**src/rtl/mux_scan_n1_if.sv**
```systemverilog
// Bus bundle for the registered N:1 channel multiplexer with auto-scan.
// The master drives channel data and controls; the slave (the mux) returns the
// registered sample, its validity, the channel index and the scan wrap pulse.
interface mux_scan_n1_if #(
    parameter int CH    = 8,
    parameter int WIDTH = 1,
    parameter int SEL_W = 3
);
    logic [CH*WIDTH-1:0] in;
    logic [SEL_W-1:0]    sel;
    logic                mode;
    logic                en;
    logic [WIDTH-1:0]    out;
    logic                out_valid;
    logic [SEL_W-1:0]    cur_sel;
    logic                wrap;

    modport master (
        output in,
        output sel,
        output mode,
        output en,
        input  out,
        input  out_valid,
        input  cur_sel,
        input  wrap
    );

    modport slave (
        input  in,
        input  sel,
        input  mode,
        input  en,
        output out,
        output out_valid,
        output cur_sel,
        output wrap
    );
endinterface

```
**src/rtl/mux_scan_n1.sv**
```systemverilog
// Registered N:1 channel multiplexer with manual select and auto-scan modes.
// In SCAN it walks channels 0..CH-1, holding each for DWELL enabled cycles, and
// pulses wrap when it rolls over from CH-1 back to 0. Every output is a flop,
// and out always carries the data of the channel reported on cur_sel.
module mux_scan_n1 #(
    parameter int CH    = 8,
    parameter int WIDTH = 1,
    parameter int SEL_W = 3,
    parameter int DWELL = 4
) (
    input  logic           clk,
    input  logic           rst,
    mux_scan_n1_if.slave   bus
);

    localparam int CNT_W = (DWELL > 1) ? $clog2(DWELL) : 1;

    typedef enum logic {
        MANUAL = 1'b0,
        SCAN   = 1'b1
    } state_t;

    state_t              state;
    logic [CNT_W-1:0]    cnt;
    logic [SEL_W-1:0]    sel_p1;
    logic [WIDTH-1:0]    out_p1;
    logic                vld_p1;
    logic                wrap_p1;

    logic                man_ok;
    logic                dwell_done;
    logic                last_ch;
    logic [SEL_W-1:0]    scan_nxt;
    logic                scan_wrap;

    // Channel extraction; an index with no matching channel yields zero.
    function automatic logic [WIDTH-1:0] pick(
        input logic [CH*WIDTH-1:0] data,
        input logic [SEL_W-1:0]    idx
    );
        logic [WIDTH-1:0] r;
        r = '0;
        for (int k = 0; k < CH; k++) begin
            if (idx == SEL_W'(k)) begin
                r = data[k*WIDTH +: WIDTH];
            end
        end
        return r;
    endfunction

    // Manual-select legality and the scan step (next channel and rollover).
    always_comb begin
        man_ok     = (32'(bus.sel) < CH);
        dwell_done = (cnt == CNT_W'(DWELL - 1));
        last_ch    = (sel_p1 == SEL_W'(CH - 1));
        scan_nxt   = sel_p1;
        scan_wrap  = 1'b0;
        if (dwell_done) begin
            if (last_ch) begin
                scan_nxt  = '0;
                scan_wrap = 1'b1;
            end else begin
                scan_nxt  = sel_p1 + SEL_W'(1);
            end
        end
    end

    // Mode FSM with registered sample, index, valid and wrap outputs.
    always_ff @(posedge clk) begin
        if (rst) begin
            state   <= MANUAL;
            cnt     <= '0;
            sel_p1  <= '0;
            out_p1  <= '0;
            vld_p1  <= 1'b0;
            wrap_p1 <= 1'b0;
        end else if (!bus.en) begin
            // Frozen: data, index, state and dwell hold; flags drop.
            vld_p1  <= 1'b0;
            wrap_p1 <= 1'b0;
        end else if (!bus.mode) begin
            // Manual (also the immediate SCAN -> MANUAL exit).
            state   <= MANUAL;
            cnt     <= '0;
            sel_p1  <= bus.sel;
            out_p1  <= man_ok ? pick(bus.in, bus.sel) : '0;
            vld_p1  <= man_ok;
            wrap_p1 <= 1'b0;
        end else if (state == MANUAL) begin
            // Scan entry: restart at channel 0 with a full dwell.
            state   <= SCAN;
            cnt     <= '0;
            sel_p1  <= '0;
            out_p1  <= pick(bus.in, '0);
            vld_p1  <= 1'b1;
            wrap_p1 <= 1'b0;
        end else begin
            state   <= SCAN;
            cnt     <= dwell_done ? '0 : cnt + CNT_W'(1);
            sel_p1  <= scan_nxt;
            out_p1  <= pick(bus.in, scan_nxt);
            vld_p1  <= 1'b1;
            wrap_p1 <= scan_wrap;
        end
    end

    assign bus.out       = out_p1;
    assign bus.out_valid = vld_p1;
    assign bus.cur_sel   = sel_p1;
    assign bus.wrap      = wrap_p1;

`ifndef SYNTHESIS
    a_wrap_at_zero : assert property (@(posedge clk) disable iff (rst)
        bus.wrap |-> (bus.cur_sel == '0 && bus.out_valid));
    a_valid_legal : assert property (@(posedge clk) disable iff (rst)
        bus.out_valid |-> (32'(bus.cur_sel) < CH));
`endif

endmodule

```
**src/flat_wrapper.sv**
```systemverilog
// flat-port wrapper written by rule: the top's interface ports become plain ports
module mux_scan_n1_flat 
#(
    parameter int CH    = 8,
    parameter int WIDTH = 1,
    parameter int SEL_W = 3,
    parameter int DWELL = 4
)
  (clk, rst, bus_in, bus_sel, bus_mode, bus_en, bus_out, bus_out_valid, bus_cur_sel, bus_wrap);
  mux_scan_n1_if #(.CH(CH), .WIDTH(WIDTH), .SEL_W(SEL_W)) bus_i ();
  input  logic clk;
  input  logic rst;
  input wire logic [$bits(bus_i.in)-1:0] bus_in;
  input wire logic [$bits(bus_i.sel)-1:0] bus_sel;
  input wire logic [$bits(bus_i.mode)-1:0] bus_mode;
  input wire logic [$bits(bus_i.en)-1:0] bus_en;
  output wire logic [$bits(bus_i.out)-1:0] bus_out;
  output wire logic [$bits(bus_i.out_valid)-1:0] bus_out_valid;
  output wire logic [$bits(bus_i.cur_sel)-1:0] bus_cur_sel;
  output wire logic [$bits(bus_i.wrap)-1:0] bus_wrap;
  assign bus_i.in = bus_in;
  assign bus_i.sel = bus_sel;
  assign bus_i.mode = bus_mode;
  assign bus_i.en = bus_en;
  assign bus_out = bus_i.out;
  assign bus_out_valid = bus_i.out_valid;
  assign bus_cur_sel = bus_i.cur_sel;
  assign bus_wrap = bus_i.wrap;
  mux_scan_n1 #(.CH(CH), .WIDTH(WIDTH), .SEL_W(SEL_W), .DWELL(DWELL)) u_core (.clk(clk), .rst(rst), .bus(bus_i));
endmodule
```
**config.mk**
```make
export PLATFORM = sky130hd
export DESIGN_NAME = mux_scan_n1_flat
export DESIGN_NICKNAME = d
export VERILOG_FILES = /design/src/rtl/mux_scan_n1_if.sv /design/src/rtl/mux_scan_n1.sv /design/src/flat_wrapper.sv
export SDC_FILE = /design/constraint.sdc
export NUM_CORES = 1
export LEC_CHECK = 0
export ABC_AREA = 1
export BUFFER_PORTS_ARGS = -buffer_cell sky130_fd_sc_hd__buf_4
export CAP_MARGIN = 20
export CELL_PAD_IN_SITES_DETAIL_PLACEMENT = 1
export CELL_PAD_IN_SITES_GLOBAL_PLACEMENT = 1
export CORE_MARGIN = 3
export CORE_UTILIZATION = 36
export CTS_CLUSTER_DIAMETER = 200
export DETAILED_ROUTE_END_ITERATION = 10
export HOLD_SLACK_MARGIN = 0.03
export PLACE_DENSITY_LB_ADDON = 0.25
export RECOVER_POWER = 50
export SLEW_MARGIN = 20
export SYNTH_ARGS = -nofsm -noshare
export SYNTH_HDL_FRONTEND = slang
export SYNTH_SLANG_ARGS = --single-unit
```
**constraint.sdc**
```tcl
create_clock -name clk -period 3.2 [get_ports clk]
set_input_delay 0.48 -clock clk [delete_from_list [all_inputs] [get_ports clk]]
set_output_delay 0.48 -clock clk [all_outputs]
set_load 0.05 [all_outputs]
```
==> impl_metrics.json, run 1 <==
{
  "status": "completed",
  "viasPerCell": 4.877,
  "switchingPower_mw": 0.09868,
  "post_drt_wl_per_cell_um": 12.72,
  "fin_area_um2": 879.6,
  "synthesis.area_um2": 694.4,
  "ioPinCount": 21,
  "regArea_um2": 180.2,
  "yosysWarnings": 0,
  "initial_core_util_pct": 38.95,
  "synth_seq_cells": 9,
  "hold_path_end": "u_core.state$_SDFFE_PP0P_",
  "utilization_pct": 49.33,
  "swShare_pct": 33.30,
  "ys.flop_type": "dfxtp_1",
  "clk_latency_ns": 0.26,
  "critPathRequiredTime_ns": 3.40,
  "peakVddDrop_uv": 211.4,
  "place_area_um2": 864.6,
  "die_area_um2": 2492,
  "finalMaxSlewViolations": 0,
  "worst_pin_slew_ns": 0.5946,
  "seq_area_frac_synth_pct": 25.95,
  "first_iter_violations": 7,
  "relSlewSlack_pct": 60.53,
  "skew_ns": 0.005280,
  "setup_ws_ns": 1.461,
  "coreArea_um2": 1783,
  "synth_area_per_cell_um2": 6.490,
  "grt_overflow_total": 0,
  "fill_cells": 257,
  "antenna_found_initial": 0,
  "powerDensity_nw_per_um2": 336.9,
  "diodes": 0,
  "ant_nets": 0,
  "leakagePower_nw": 0.4486,
  "fin_crit_ns": 1.739,
  "dpl_worst_slack_ns": 1.479,
  "critPathKind": "reg -> reg",
  "cts.clk_slew.worst_paths_ns": 0.07,
  "first_pass_iters": 4,
  "grt_max_degree": 11,
  "start_kind": "register",
  "drt-total-wl_mm": 1.972,
  "clkPwrFrac_pct": 30.0,
  "setup_violations": 0,
  "worstPathArrival_ns": 1.94,
  "power_frac_comb_pct": 28.3,
  "die_h_um": 49.92,
  "numCtsBuffers": 3,
  "max_freq_ghz": 0.5749,
  "hold_viol_final": 0,
  "rows": 15,
  "async_flop_share_pct": 0,
  "cts_setup_buffers": 0,
  "synth_cell_types": 20,
  "r2r_end": "u_core.bus.out$_SDFFE_PP0P_",
  "r2r_slack_ns": 1.46,
  "reg2reg_depth": 9,
  "track_usage_pct": 17.55,
  "port-buffer-count": 20,
  "dp_hpwl_mm": 1.641,
  "ctsResizeCount": 0,
  "hold_buffers": 0,
  "synth_edf_count": 0,
  "synth_nets": 125,
  "fin_total_pwr_mw": 0.2963,
  "die_w_um": 49.92,
  "cts_buffer_depth": 2,
  "area_growth_pct": 26.67,
  "min_path_type": "in -> reg",
  "grt_pass1_vias": 770,
  "gp_routability_congestion": 0.8068,
  "clockRootBuffer": "clkbuf_4",
  "r2r-start": "u_core.bus.cur_sel[0]$_SDFFE_PP0P_",
  "setup_tns_ns": 0,
  "multi_input_area_um2": 422.9,
  "nets": 149,
  "critPathLaunch": "u_core.bus.cur_sel[0]$_SDFFE_PP0P_",
  "maxCapViolations": 0,
  "post-route-period-util_pct": 54.36,
  "min_from": "rst",
  "grt_pass1_wl_mm": 3.346,
  "crit_path_max_fanout": 7,
  "p_seq_share_pct": 41.7,
  "h-tree-depth": 1,
  "rsz0062_at_grt": "false",
  "cts.sinks": 9,
  "synthCells": 107,
  "cts_tree": "built",
  "worstSetupEndpointType": "register",
  "drive_above_1_share_pct": 20.00,
  "drc_errors": 0,
  "intPower_mw": 0.1976,
  "worstHoldPathCells": 2,
  "num_vias": 756
}
==> cells by family (layout without fill, tap and decap cells) <==
| logic type | count (synthesis) | count (layout) | share of synthesized area, % |
|---|---|---|---|
| AO/OA/AOI/OAI | 23 | 23 | 20.54 |
| AND/OR/NAND/NOR | 51 | 51 | 34.95 |
| buffers and inverters | 21 | 44 | 13.15 |
| adder cells (fa/ha/maj) | 3 | 3 | 5.406 |
| flip-flops | 9 | 9 | 25.95 |
==> cell usage after synthesis, types with 2 or more instances <==
cell,count,area [um^2]
nand2_1,30,112.6
inv_1,18,67.56
nand3_1,11,55.05
a21oi_1,9,45.04
dfxtp_1,9,180.2
o21ai_0,8,40.04
nor2_1,4,15.01
ha_1,3,37.54
a221oi_1,2,17.52
nand2_4,2,22.52
nor3_1,2,10.01
==> placed cells by master (no fill, tap or decap) <==
cell type	n
nand2_1	30
a21boi_0	1
nand3_1	11
clkbuf_4	3
nor2_1	4
a21oi_2	1
clkbuf_1	4
ha_1	3
o21ai_4	1
a21oi_1	9
nor3_1	2
a211oi_1	1
a221oi_1	2
dfxtp_1	9
nand2_4	2
buf_4	17
nand3b_1	1
nand2_8	1
clkinv_1	1
o21ai_0	8
inv_6	1
inv_1	18
==> stage by stage <==
| stage | hold slack [ns] | cells |
|---|---|---|
| 3_3_place_gp | 0.4693 | 151 |
| 3_5_place_dp | 0.4643 | 151 |
| 2_1_floorplan | 0.4432 | 107 |
| 6_report | 0.4226 | 155 |
| 4_1_cts | 0.4199 | 155 |
| 5_1_grt | 0.4371 | 155 |
==> layer usage <==
layer  share of wire, %  vias up  GRT usage [%]
met3                3.6        4          4.532
li1                   -      394              -
met5                  0        -              0
met2                 48       16          29.52
met4                1.3        0          6.452
met1                 47      342          21.25
==> sequential cells by signal (all words and copies together) (netlist names) <==
name                  count
u_core.cnt                2
u_core.bus.out            1
u_core.bus.out_valid      1
u_core.bus.wrap           1
u_core.state              1
u_core.bus.cur_sel        3
==> how the worst max path moves through the flow <==
stage,to,slack [ns],cells after the start
2_1_floorplan,u_core.bus.out$_SDFFE_PP0P_,1.32,10
3_3_place_gp,u_core.bus.out$_SDFFE_PP0P_,1.55,11
3_5_place_dp,u_core.bus.out$_SDFFE_PP0P_,1.48,11
4_1_cts,u_core.bus.out$_SDFFE_PP0P_,1.46,11
5_1_grt,u_core.bus.out$_SDFFE_PP0P_,1.31,9
6_report,u_core.bus.out$_SDFFE_PP0P_,1.46,9
==> critical path: stages (launching register included) <==
cell,delay (ns)
dfxtp_1,0.49
ha_1,0.21
ha_1,0.21
inv_1,0.07
nand3_1,0.07
o21ai_0,0.16
nand3b_1,0.22
nand3_1,0.07
nand2_1,0.06
a21oi_2,0.11
==> power groups by stage <==
stage	clock network, mW	registers, mW	logic, mW
floorplan	0	0.139	0.0369
global placement	0	0.126	0.0834
detailed placement	0	0.126	0.0851
CTS	0.0919	0.123	0.0856
global route	0.0982	0.124	0.0931
finish	0.0889	0.123	0.0840
==> layout make-up <==
class,count,share of cell area (%)
Multi-Input combinational cell,77,48.08
Sequential cell,9,20.48
Timing Repair Buffer,20,15.79
Tap cell,25,3.556
Inverter,20,9.104
Clock buffer,4,2.987
(Power assumes the default switching activity.)
==> run 2, diff against run 1 <==
--- a/config.mk
+++ b/config.mk
@@ -11,7 +11,7 @@
 export CELL_PAD_IN_SITES_DETAIL_PLACEMENT = 1
 export CELL_PAD_IN_SITES_GLOBAL_PLACEMENT = 1
 export CORE_MARGIN = 3
-export CORE_UTILIZATION = 36
+export CORE_UTILIZATION = 30
 export CTS_CLUSTER_DIAMETER = 200
 export DETAILED_ROUTE_END_ITERATION = 10
 export HOLD_SLACK_MARGIN = 0.03
==> constraint.sdc (replaced) <==
create_clock -name clk -period 1.4 [get_ports clk]
set_input_delay 0.21 -clock clk [delete_from_list [all_inputs] [get_ports clk]]
set_output_delay 0.21 -clock clk [all_outputs]
set_load 0.05 [all_outputs]
==> run 2 against run 1 <==
Sequential share of layout area shrank 1.5 points; first-iteration DRC count grew 29%; routed wire length grew 13%; largest cell class unchanged; final cell count grew 5.2%; the flow now finishes with violations (setup timing); register-to-register slack lost 1.6 ns; utilization shrank 1.4 points.
==> impl_metrics.json, run 2 (synthesis gave the netlist of run 1 again) <==
{
  "num_vias": 792,
  "die_h_um": 54.11,
  "initial_core_util_pct": 33.35,
  "cts_tree": "built",
  "r2r_slack_ns": -0.10,
  "first_pass_iters": 4,
  "diodes": 0,
  "h-tree-depth": 1,
  "reg2reg_depth": 11,
  "port-buffer-count": 20,
  "nets": 155,
  "grt_overflow_total": 0,
  "finalMaxSlewViolations": 0,
  "ant_nets": 0,
  "drive_above_1_share_pct": 33.82,
  "drc_errors": 0,
  "fin_crit_ns": 1.505,
  "clk_latency_ns": 0.27,
  "fill_cells": 296,
  "critPathRequiredTime_ns": 1.56,
  "rsz0062_at_grt": "true",
  "fin_cells": 163,
  "post-route-period-util_pct": 107.5,
  "die_w_um": 54.11,
  "cts_buffer_depth": 2,
  "r2r_end": "u_core.bus.out$_SDFFE_PP0P_",
  "min_path_type": "in -> reg",
  "die_area_um2": 2928,
  "max_freq_ghz": 0.6645,
  "dpl_worst_slack_ns": -0.1672,
  "area_growth_pct": 43.60,
  "first_iter_violations": 9,
  "layout_common_cells": "nand2_1 (27), buf_4 (24), inv_1 (18), nand3_1 (11), a21oi_1 (8)",
  "fin_area_um2": 997.2,
  "worstPathArrival_ns": 1.66,
  "grt_max_degree": 10,
  "fin_total_pwr_mw": 0.7192,
  "crit_path_max_fanout": 5,
  "cts.sinks": 9,
  "grt_pass1_wl_mm": 3.512,
  "crit_end": "u_core.bus.out$_SDFFE_PP0P_",
  "critPathLaunch": "u_core.bus.cur_sel[0]$_SDFFE_PP0P_",
  "mostFrequentLayoutCell": "nand2_1",
  "peakVddDrop_uv": 598.0,
  "r2r-start": "u_core.bus.cur_sel[0]$_SDFFE_PP0P_",
  "setup_violations": 1,
  "leakagePower_nw": 0.4877,
  "largest_reg_flops": 3,
  "viasPerCell": 4.859,
  "coreArea_um2": 2082,
  "hold_viol_final": 0,
  "place_area_um2": 945.9,
  "post_drt_wl_per_cell_um": 13.69,
  "numCtsBuffers": 3,
  "maxCapViolations": 0,
  "violations": "setup timing",
  "start_kind": "register",
  "skew_ns": 0.005141,
  "powerDensity_nw_per_um2": 721.2,
  "status": "finished with violations",
  "rows": 16,
  "worst_pin_slew_ns": 0.2728,
  "drt-total-wl_mm": 2.232,
  "placed_cells": 159,
  "relSlewSlack_pct": 81.70,
  "dp_hpwl_mm": 1.751,
  "track_usage_pct": 17.36,
  "gp_routability_congestion": 0.8189,
  "critPathKind": "reg -> reg",
  "ioPinCount": 21,
  "grt_pass1_vias": 782,
  "clockRootBuffer": "clkbuf_4",
  "setup_ws_ns": -0.1050,
  "worstSetupEndpointType": "register",
  "cts.clk_slew.worst_paths_ns": 0.07,
  "antenna_found_initial": 0
}
-- run 2: cell types whose count changed in the layout (fill, tap and decap cells not counted), sizes merged --
cell,delta
buf,+7
clkbuf,-1
-- run 2: how the worst min path moves through the flow --
| stage | slack, ns | to | from | cells past startpoint |
|---|---|---|---|---|
| finish | 0.14 | u_core.bus.cur_sel[2]$_SDFFE_PP0P_ | rst | 2 |
| global route | 0.14 | u_core.bus.cur_sel[2]$_SDFFE_PP0P_ | rst | 2 |
| CTS | 0.13 | u_core.bus.cur_sel[2]$_SDFFE_PP0P_ | rst | 2 |
| detailed placement | 0.43 | u_core.state$_SDFFE_PP0P_ | rst | 2 |
| global placement | 0.43 | u_core.state$_SDFFE_PP0P_ | rst | 2 |
| floorplan | 0.28 | u_core.bus.cur_sel[1]$_SDFFE_PP0P_ | rst | 1 |
-- run 2: metal layers --
| metal | up-vias | track usage [%] | share of wire, % |
|---|---|---|---|
| met5 | - | 0 | 0 |
| met1 | 358 | 19.83 | 44 |
| li1 | 406 | - | - |
| met2 | 22 | 27.82 | 48 |
| met3 | 6 | 4.986 | 5.7 |
| met4 | 0 | 11.62 | 2.6 |
-- run 2: timing repair --
item / 4_1_cts / 5_1_grt
buffers inserted: 0 / 0
endpoints found under the setup margin: 4 / 4
hold endpoints to repair: 0 / 0
resized for setup: 2 / 6
pin swaps: 0 / 5
hold buffers: 0 / 0
-- run 2: worst max-delay path, stage by stage, from the launching register on --
cell and delay, ns:
dfxtp_4 0.36, ha_4 0.16, ha_4 0.27, nand2_4 0.07, nand2_4 0.09, nand2_2 0.05
nand2_2 0.06, nand2_1 0.05, nand3b_1 0.08, nand3_1 0.08, nand2_1 0.08, a21oi_2 0.05
-- run 2: final cells by class --
class	count	area, um^2	area share (%)
multi-input combinational	77	478.0	47.93
sequential	9	188.9	18.95
timing repair buffer	26	190.2	19.07
tap	27	33.78	3.388
clock buffer	4	26.28	2.635
inverter	20	80.08	8.030
-- run 2: per-stage QoR --
stage	util [%]	setup TNS [ns]	hold WS, ns
global route	47.90	-0.3507	0.1428
CTS	47.12	-0.1006	0.1281
global placement	45.43	-0.1623	0.4297
finish	47.90	-0.1050	0.1439
detailed placement	45.43	-0.3214	0.4309
floorplan	-	-0.05883	0.2789
-- run 2: power breakdown --
group	switching [mW]	internal, mW
clock	0.105	0.111
combinational	0.133	0.0929
sequential	0.0103	0.267
total	0.248	0.471
